--- config.mk ---
export PLATFORM = sky130hd
export DESIGN_NAME = rx_string
export DESIGN_NICKNAME = d
export VERILOG_FILES = /design/src/rtl/rx_string_pkg.sv /design/src/rtl/rx_edge_detect.sv /design/src/rtl/rx_string.sv
export SDC_FILE = /design/constraint.sdc
export NUM_CORES = 1
export LEC_CHECK = 0
export ABC_AREA = 1
export CAP_MARGIN = 20
export CORE_ASPECT_RATIO = 0.7
export CORE_MARGIN = 5
export CORE_UTILIZATION = 50
export DETAILED_ROUTE_END_ITERATION = 8
export GPL_ROUTABILITY_DRIVEN = 0
export PLACE_DENSITY_LB_ADDON = 0.1
export SLEW_MARGIN = 20
export SYNTH_ARGS = -nofsm -noshare
export SYNTH_HDL_FRONTEND = slang
export SYNTH_SLANG_ARGS = --single-unit
--- constraint.sdc ---
create_clock -name clock -period 1.69 [get_ports clock]
set_input_delay 0.338 -clock clock [delete_from_list [all_inputs] [get_ports clock]]
set_output_delay 0.338 -clock clock [all_outputs]
set_load 0.05 [all_outputs]
--- src/rtl/rx_string_pkg.sv ---
// Shared definitions for the string receive/transmit pair: FSM states and
// the special byte values that frame a stored string.
package rx_string_pkg;

   typedef enum logic [1:0] {
      StIdle = 2'd0,
      StWait = 2'd1,
      StDone = 2'd2
   } rx_state_e;

   localparam logic [7:0] DefaultTerminator = 8'h0D;
   localparam logic [7:0] NullByte          = 8'h00;

endpackage

--- src/rtl/rx_edge_detect.sv ---
// Rising-edge pulse generator: one-cycle pulse when a level goes from 0 to 1.
module rx_edge_detect (
   input  logic clock,
   input  logic reset,
   input  logic level_i,
   output logic pulse_o
);

   logic level_q;

   always_ff @(posedge clock or negedge reset) begin
      if (!reset) begin
         level_q <= 1'b0;
      end else begin
         level_q <= level_i;
      end
   end

   assign pulse_o = level_i & ~level_q;

endmodule

--- src/rtl/rx_string.sv ---
// Collects UART bytes into RAM as a null-terminated string and reports
// completion, length and truncation.
module rx_string
   import rx_string_pkg::*;
#(
   parameter logic [7:0]  TERMINATOR = DefaultTerminator,
   parameter int unsigned MAX_LEN    = 32,
   parameter int unsigned ADDR_WIDTH = 8
) (
   input  logic                  clock,
   input  logic                  reset,
   input  logic                  rx_string_ready,
   input  logic [ADDR_WIDTH-1:0] start_addr,
   input  logic [7:0]            rx_data,
   input  logic                  rx_ready,
   output logic [ADDR_WIDTH-1:0] wr_addr,
   output logic [7:0]            wr_data,
   output logic                  wr_en,
   output logic                  rx_string_done,
   output logic [7:0]            rx_length,
   output logic                  rx_overflow
);

   // Count at which only the null still fits.
   localparam logic [7:0] LastCount = 8'(MAX_LEN - 1);

   rx_state_e             state_q, state_d;
   logic [ADDR_WIDTH-1:0] ptr_q, ptr_d;
   logic [7:0]            count_q, count_d;
   logic                  overflow_q, overflow_d;
   logic                  done_q, done_d;
   logic                  wr_en_q, wr_en_d;
   logic [ADDR_WIDTH-1:0] wr_addr_q, wr_addr_d;
   logic [7:0]            wr_data_q, wr_data_d;
   logic                  byte_event;

   rx_edge_detect u_rx_edge (
      .clock   (clock),
      .reset   (reset),
      .level_i (rx_ready),
      .pulse_o (byte_event)
   );

   always_comb begin
      state_d    = state_q;
      ptr_d      = ptr_q;
      count_d    = count_q;
      overflow_d = overflow_q;
      done_d     = done_q;
      wr_en_d    = 1'b0;
      wr_addr_d  = wr_addr_q;
      wr_data_d  = wr_data_q;

      unique case (state_q)
         StIdle: begin
            done_d     = 1'b0;
            overflow_d = 1'b0;
            if (rx_string_ready) begin
               ptr_d   = start_addr;
               count_d = 8'd0;
               state_d = StWait;
            end
         end
         StWait: begin
            // Abort wins over a byte arriving in the same cycle.
            if (!rx_string_ready) begin
               state_d = StIdle;
            end else if (byte_event) begin
               wr_en_d   = 1'b1;
               wr_addr_d = ptr_q;
               if (rx_data == TERMINATOR) begin
                  wr_data_d = NullByte;
                  state_d   = StDone;
               end else if (count_q == LastCount) begin
                  wr_data_d  = NullByte;
                  overflow_d = 1'b1;
                  state_d    = StDone;
               end else begin
                  wr_data_d = rx_data;
                  ptr_d     = ptr_q + ADDR_WIDTH'(1);
                  count_d   = count_q + 8'd1;
               end
            end
         end
         StDone: begin
            if (!rx_string_ready) begin
               state_d    = StIdle;
               done_d     = 1'b0;
               overflow_d = 1'b0;
            end else begin
               done_d = 1'b1;
            end
         end
         default: begin
            state_d = StIdle;
         end
      endcase
   end

   always_ff @(posedge clock or negedge reset) begin
      if (!reset) begin
         state_q    <= StIdle;
         ptr_q      <= '0;
         count_q    <= 8'd0;
         overflow_q <= 1'b0;
         done_q     <= 1'b0;
         wr_en_q    <= 1'b0;
         wr_addr_q  <= '0;
         wr_data_q  <= 8'd0;
      end else begin
         state_q    <= state_d;
         ptr_q      <= ptr_d;
         count_q    <= count_d;
         overflow_q <= overflow_d;
         done_q     <= done_d;
         wr_en_q    <= wr_en_d;
         wr_addr_q  <= wr_addr_d;
         wr_data_q  <= wr_data_d;
      end
   end

   assign wr_en          = wr_en_q;
   assign wr_addr        = wr_addr_q;
   assign wr_data        = wr_data_q;
   assign rx_string_done = done_q;
   assign rx_length      = count_q;
   // Overflow is only reported alongside completion.
   assign rx_overflow    = overflow_q & done_q;

endmodule

# After elaboration in Yosys (flattened, before gate mapping)
# Cells that the tools add are included.
# word_totals
regBits,38
out_inout_bits,27
elab_cells,67
# classes
eq_ne,13
mux,32
bitwise_logic,3
n_addsub,2
reduce_logical,8
# ops
cell,n
$mux W8,12
$pmux W8 S2,2
$add A8 B1 Y8 const B,2
$ne A2 B2 Y1 const B,7
$mux W2,6
$reduce_and A6 Y1,2
$mux W1,9
$eq A8 B4 Y1 const B,1
$eq A8 B5 Y1 const B,1
$pmux W2 S3,1
$ne A4 B4 Y1 const B,1
$reduce_and A4 Y1,1
$reduce_bool A2 Y1,2
$ne A3 B3 Y1 const B,1
$pmux W1 S3,1
$reduce_and A3 Y1,1
$reduce_bool A3 Y1,1
$and A1 B1 Y1,2
$eq A2 B1 Y1 const B,1
$eq A2 B2 Y1 const B,1
$logic_not A2 Y1,1
$pmux W1 S2,1
$not A1 Y1,1

# Longest topological paths before layout
# logic_depth
depth_word,6
ltp_mapped,10
ltp_nobuf,9

# Cells and area by module
# A second synthesis with hierarchy kept.
# unflattened
hier_cells,281
hier_area_um2,2072.0
# by_module_without_submodules
module,n_inst,cells_each,seq_area_each_um2,area_each_um2
rx_string,1,278,925.9,2037.0
rx_edge_detect,1,3,25.0,35.0

# Worst setup path after synthesis
# No wires, ideal clock.
# synth_path
kind,reg-to-reg
start,"reg count_q[0], in the netlist rx_length[0]"
end,"reg count_q[0], in the netlist rx_length[0]"
stages_incl_launch_ff,10
t_arrival_ps,1634
setup_ps,120
path_slack_ps,-64
t_required_ps,1570
cell_sequence,dfrtp_1 ha_1 nand2_1 nor2_2 nand3_1 nand2_2 nor2_4 buf_4 nand2_1 nand2_1
# synth_via
elab_chain_cells,6
elab_cells_between_ends,9
cone_classes,add/sub: 1; eq/ne: 2; mux: 5; reduce/logical: 1
# synth_rtl
item,line_no,source
"start, declared",rx_string.sv:29,"logic [7:0] count_q, count_d;"
"start signal, assigned",rx_string.sv:113,count_q <= count_d;
$add A8 B1 Y8,rx_string.sv:81,count_d = count_q + 8'd1;
$mux W8,rx_string.sv:74,end else if (count_q == LastCount) begin
$mux W8,rx_string.sv:71,if (rx_data == TERMINATOR) begin
$mux W8,rx_string.sv:68,end else if (byte_event) begin
$mux W8,rx_string.sv:66,if (!rx_string_ready) begin
$pmux W8 S2,rx_string.sv:54,unique case (state_q)
# Parallel ways exist; a longest one is shown, timed or not. The select of a mux whose other input is x is not followed.
# A chain may end at the register's enable or synchronous reset.

# Final worst setup path
# layout_path
start,"reg count_q[0], in the netlist rx_length[0]"
end,reg ptr_q[6]
# layout_via
elab_chain_cells,3
# layout_rtl
item,line_no,source
$eq A8 B5 Y1,rx_string.sv:74,
$ne A2 B2 Y1 (no source line),n/a,
$reduce_and A6 Y1 (no source line),n/a,
"end signal, assigned",rx_string.sv:112,ptr_q <= ptr_d;
"end, declared",rx_string.sv:28,"logic [ADDR_WIDTH-1:0] ptr_q, ptr_d;"
# Every way passes these cells.

==> metrics <==
status completed; RSZ-0062 raised after global routing no; WL/cell 12.3 um; synthesized flop and latch total 38; Reg2Reg Depth 9; clk buf depth 2; Placement Cell Area 2590 um2; Post-Synth XOR/XNOR Area 0%; final setup margin 0.174 ns; crit-path cells ha_1, nand2_1, nor2_2, nand3_1, nand2_2, inv_2, nand2_4, nand2_1, nand2_1; dpl cells 379; H-tree Lvls 2; diode count 0; Mapped Cells 281; die area 5580 um2; initial cell density of the core 52.5%; 1st-iter DRT viols 115; CTS tree yes; Initial DRT Pass Iterations 4; Core Util, Final 69.6%; CTS root buffer clkbuf_8; ANT nets after route 0; fin area 2760 um2; main combinational cell family by area after synthesis simple AND/OR/NAND/NOR gates; register area 953 um2; WS Path Type reg -> reg; compound-cell area share of the yosys netlist 8.64%; Port Buffers 46; register area share after synthesis 45.6%; number of global-route vias before repair 1763; Reg clk slew, reported paths 0.08 ns; Finished Layout Cells 388; Worst setup EP type flop; Die Y 64.0 um; IO Count 47; CP max FO 16; largest net degree at the start of global routing 26; GRT overflow 0; pre-CTS setup slack -0.136 ns; post-synthesis mux area share 0%; P&R area growth vs syn 32.6%; Lkg Pwr 1.40 nW; clk_skew 0.00423 ns; setup TNS 0 ns; CP dominant cell by count nand2_1; clk sinks 38; crit path launch type flop; critical path's slowest cell dfrtp_2; post-synth net total 303; Num CTS Buffers 5; P per Cell Area 1080 nW/um2; hold crit path type in -> async; min Tclk post-route 1.52 ns; # setup viols final 0; area of the multi-input gates 957 um2; Synth Area in Simple Gates 35.7%; die width 87.2 um; antenna violations before repair 0; Peak VDD IR 0.000708 V; Distinct cells, synth 25; slowest stage delay, CP 0.40 ns; detailed-route via count 1944; # DRC 0; Core Region 3970 um2; vias per inst 5.01; final hold vios 0; Layout Nets 357; adder-cell share of the synthesized area 1.20%; first-pass GRT wire length 8.05 mm; final wirelength 4.77 mm; reg2reg start rx_length[0]$_DFFE_PN0P_; Cell Rows 19; Worst EP required 1.92 ns; RR Endpoint ptr_q[6]$_DFFE_PN0P_; Rel. slew slack 63.3%; DPL Wire Length 3.56 mm; WP data arrival 1.75 ns; Layout fillers 334; Worst-Skew Late Latency 0.29 ns; synth warn 0; share of cells above drive strength 1 20.5%; Total GRT Usage 18.0%; MaxCap Viol Count 0; Syn Area/Cell 7.42 um2; fin. max-slew vios 0; Worst-Margin Slew 0.550 ns; crit share post-route 89.7%; R2R setup slack 0.17 ns; Fmax 0.660 GHz; synthesized cell area 2080 um2
[report_power, final]
part	internal, W	switching (W)
Combinational	0.000289	0.000589
Sequential	0.00104	0.000106
Clock	0.000630	0.000320
Total	0.00196	0.00101
[layout make-up]
class | instances | area share, %
Inverter | 28 | 3.89
Clock buffer | 6 | 2.99
Multi-Input combinational cell | 206 | 34.6
Tap cell | 52 | 2.35
Sequential cell | 38 | 34.5
Timing Repair Buffer | 56 | 19.5
Clock inverter | 2 | 2.17
[routing by layer]
layer / part of all wire, % / routed length [um] / GRT usage [%] / vias up
met3: 5.7 / 272 / 3.98 / 7
met2: 48 / 2300 / 29.0 / 42
met5: 0 / 0 / 0 / -
met1: 45 / 2140 / 24.4 / 916
met4: 1.2 / 57 / 5.75 / 0
li1: - / - / - / 979
[how the worst max path moves through the flow]
stage                                        start                        to  slack, ns  depth (start not counted)
after detailed placement                  rx_ready      ptr_q[6]$_DFFE_PN0P_      -0.14                          9
after global placement                    rx_ready  rx_length[2]$_DFFE_PN0P_      -0.08                          9
after CTS                 rx_length[0]$_DFFE_PN0P_      ptr_q[6]$_DFFE_PN0P_       0.05                          8
after global routing      rx_length[0]$_DFFE_PN0P_    state_q[0]$_DFFE_PN0P_       0.02                          8
after floorplan           rx_length[2]$_DFFE_PN0P_  rx_length[5]$_DFFE_PN0P_       0.10                          8
final                     rx_length[0]$_DFFE_PN0P_      ptr_q[6]$_DFFE_PN0P_       0.17                          9
[cells in the final DEF (no fill, tap or decap), types with 3 or more instances in the layout]
master	instances
nand2_1	117
dfrtp_1	36
buf_4	31
inv_1	24
nor2_1	22
nand3_1	21
o21ai_0	18
clkdlybuf4s50_1	18
a21oi_2	6
clkbuf_8	6
buf_12	6
a21oi_1	5
inv_2	3
nor2_4	3
[registers in the layout, summed over array words and instances, names as in the netlist]
signal             cells
ptr_q                  8
rx_length              8
wr_addr                8
wr_data                8
state_q                2
overflow_q             1
rx_string_done         1
u_rx_edge.level_q      1
wr_en                  1
[cell usage after synthesis]
master	n	area share [%]
inv_1	24	4.3
nor3b_2	1	0.60
buf_4	1	0.36
a21oi_2	6	2.5
or2_2	1	0.30
nand3_2	1	0.48
dfrtp_1	38	46
nor3b_1	1	0.36
inv_4	1	0.30
nand2_4	2	1.1
o21ai_0	19	4.6
buf_6	5	2.7
ha_1	2	1.2
nor2_2	2	0.60
inv_2	3	0.54
nor2_1	22	4.0
nand3_1	21	5.0
nor2_4	3	1.6
nand2_2	1	0.30
clkbuf_2	1	0.24
clkbuf_1	2	0.36
nand4_1	1	0.30
o21bai_1	1	0.36
a21oi_1	5	1.2
nand2_1	117	21
[critical path, delay by kind of cell, from the launching register on]
kind | cells | cell delay, ns
adder cells (fa/ha/maj) | 1 | 0.17
buffers and inverters | 1 | 0.05
AND/OR/NAND/NOR | 7 | 0.83
flip-flops | 1 | 0.40
[cell families after synthesis]
group | after synthesis
simple gates | 173
fa+ha+maj | 2
buf+inv | 37
compound gates | 31
flops | 38
[repair_timing]
| item | in CTS | in global routing |
|---|---|---|
| setup endpoints to repair | 0 | 17 |
| hold buffers | 0 | 0 |
| resized for setup | 0 | 2 |
| buffers inserted | 0 | 1 |
| endpoints found under the hold margin | 0 | 0 |
[per-stage QoR]
stage | total power [W] | hold WS (ns)
after floorplan | 0.00174 | 0.0424
after global placement | 0.00202 | 0.358
after detailed placement | 0.00204 | 0.368
after CTS | 0.00299 | 0.0526
after global routing | 0.00313 | 0.0690
final | 0.00297 | 0.0266
Note: power is estimated with default switching activity, not from simulation.
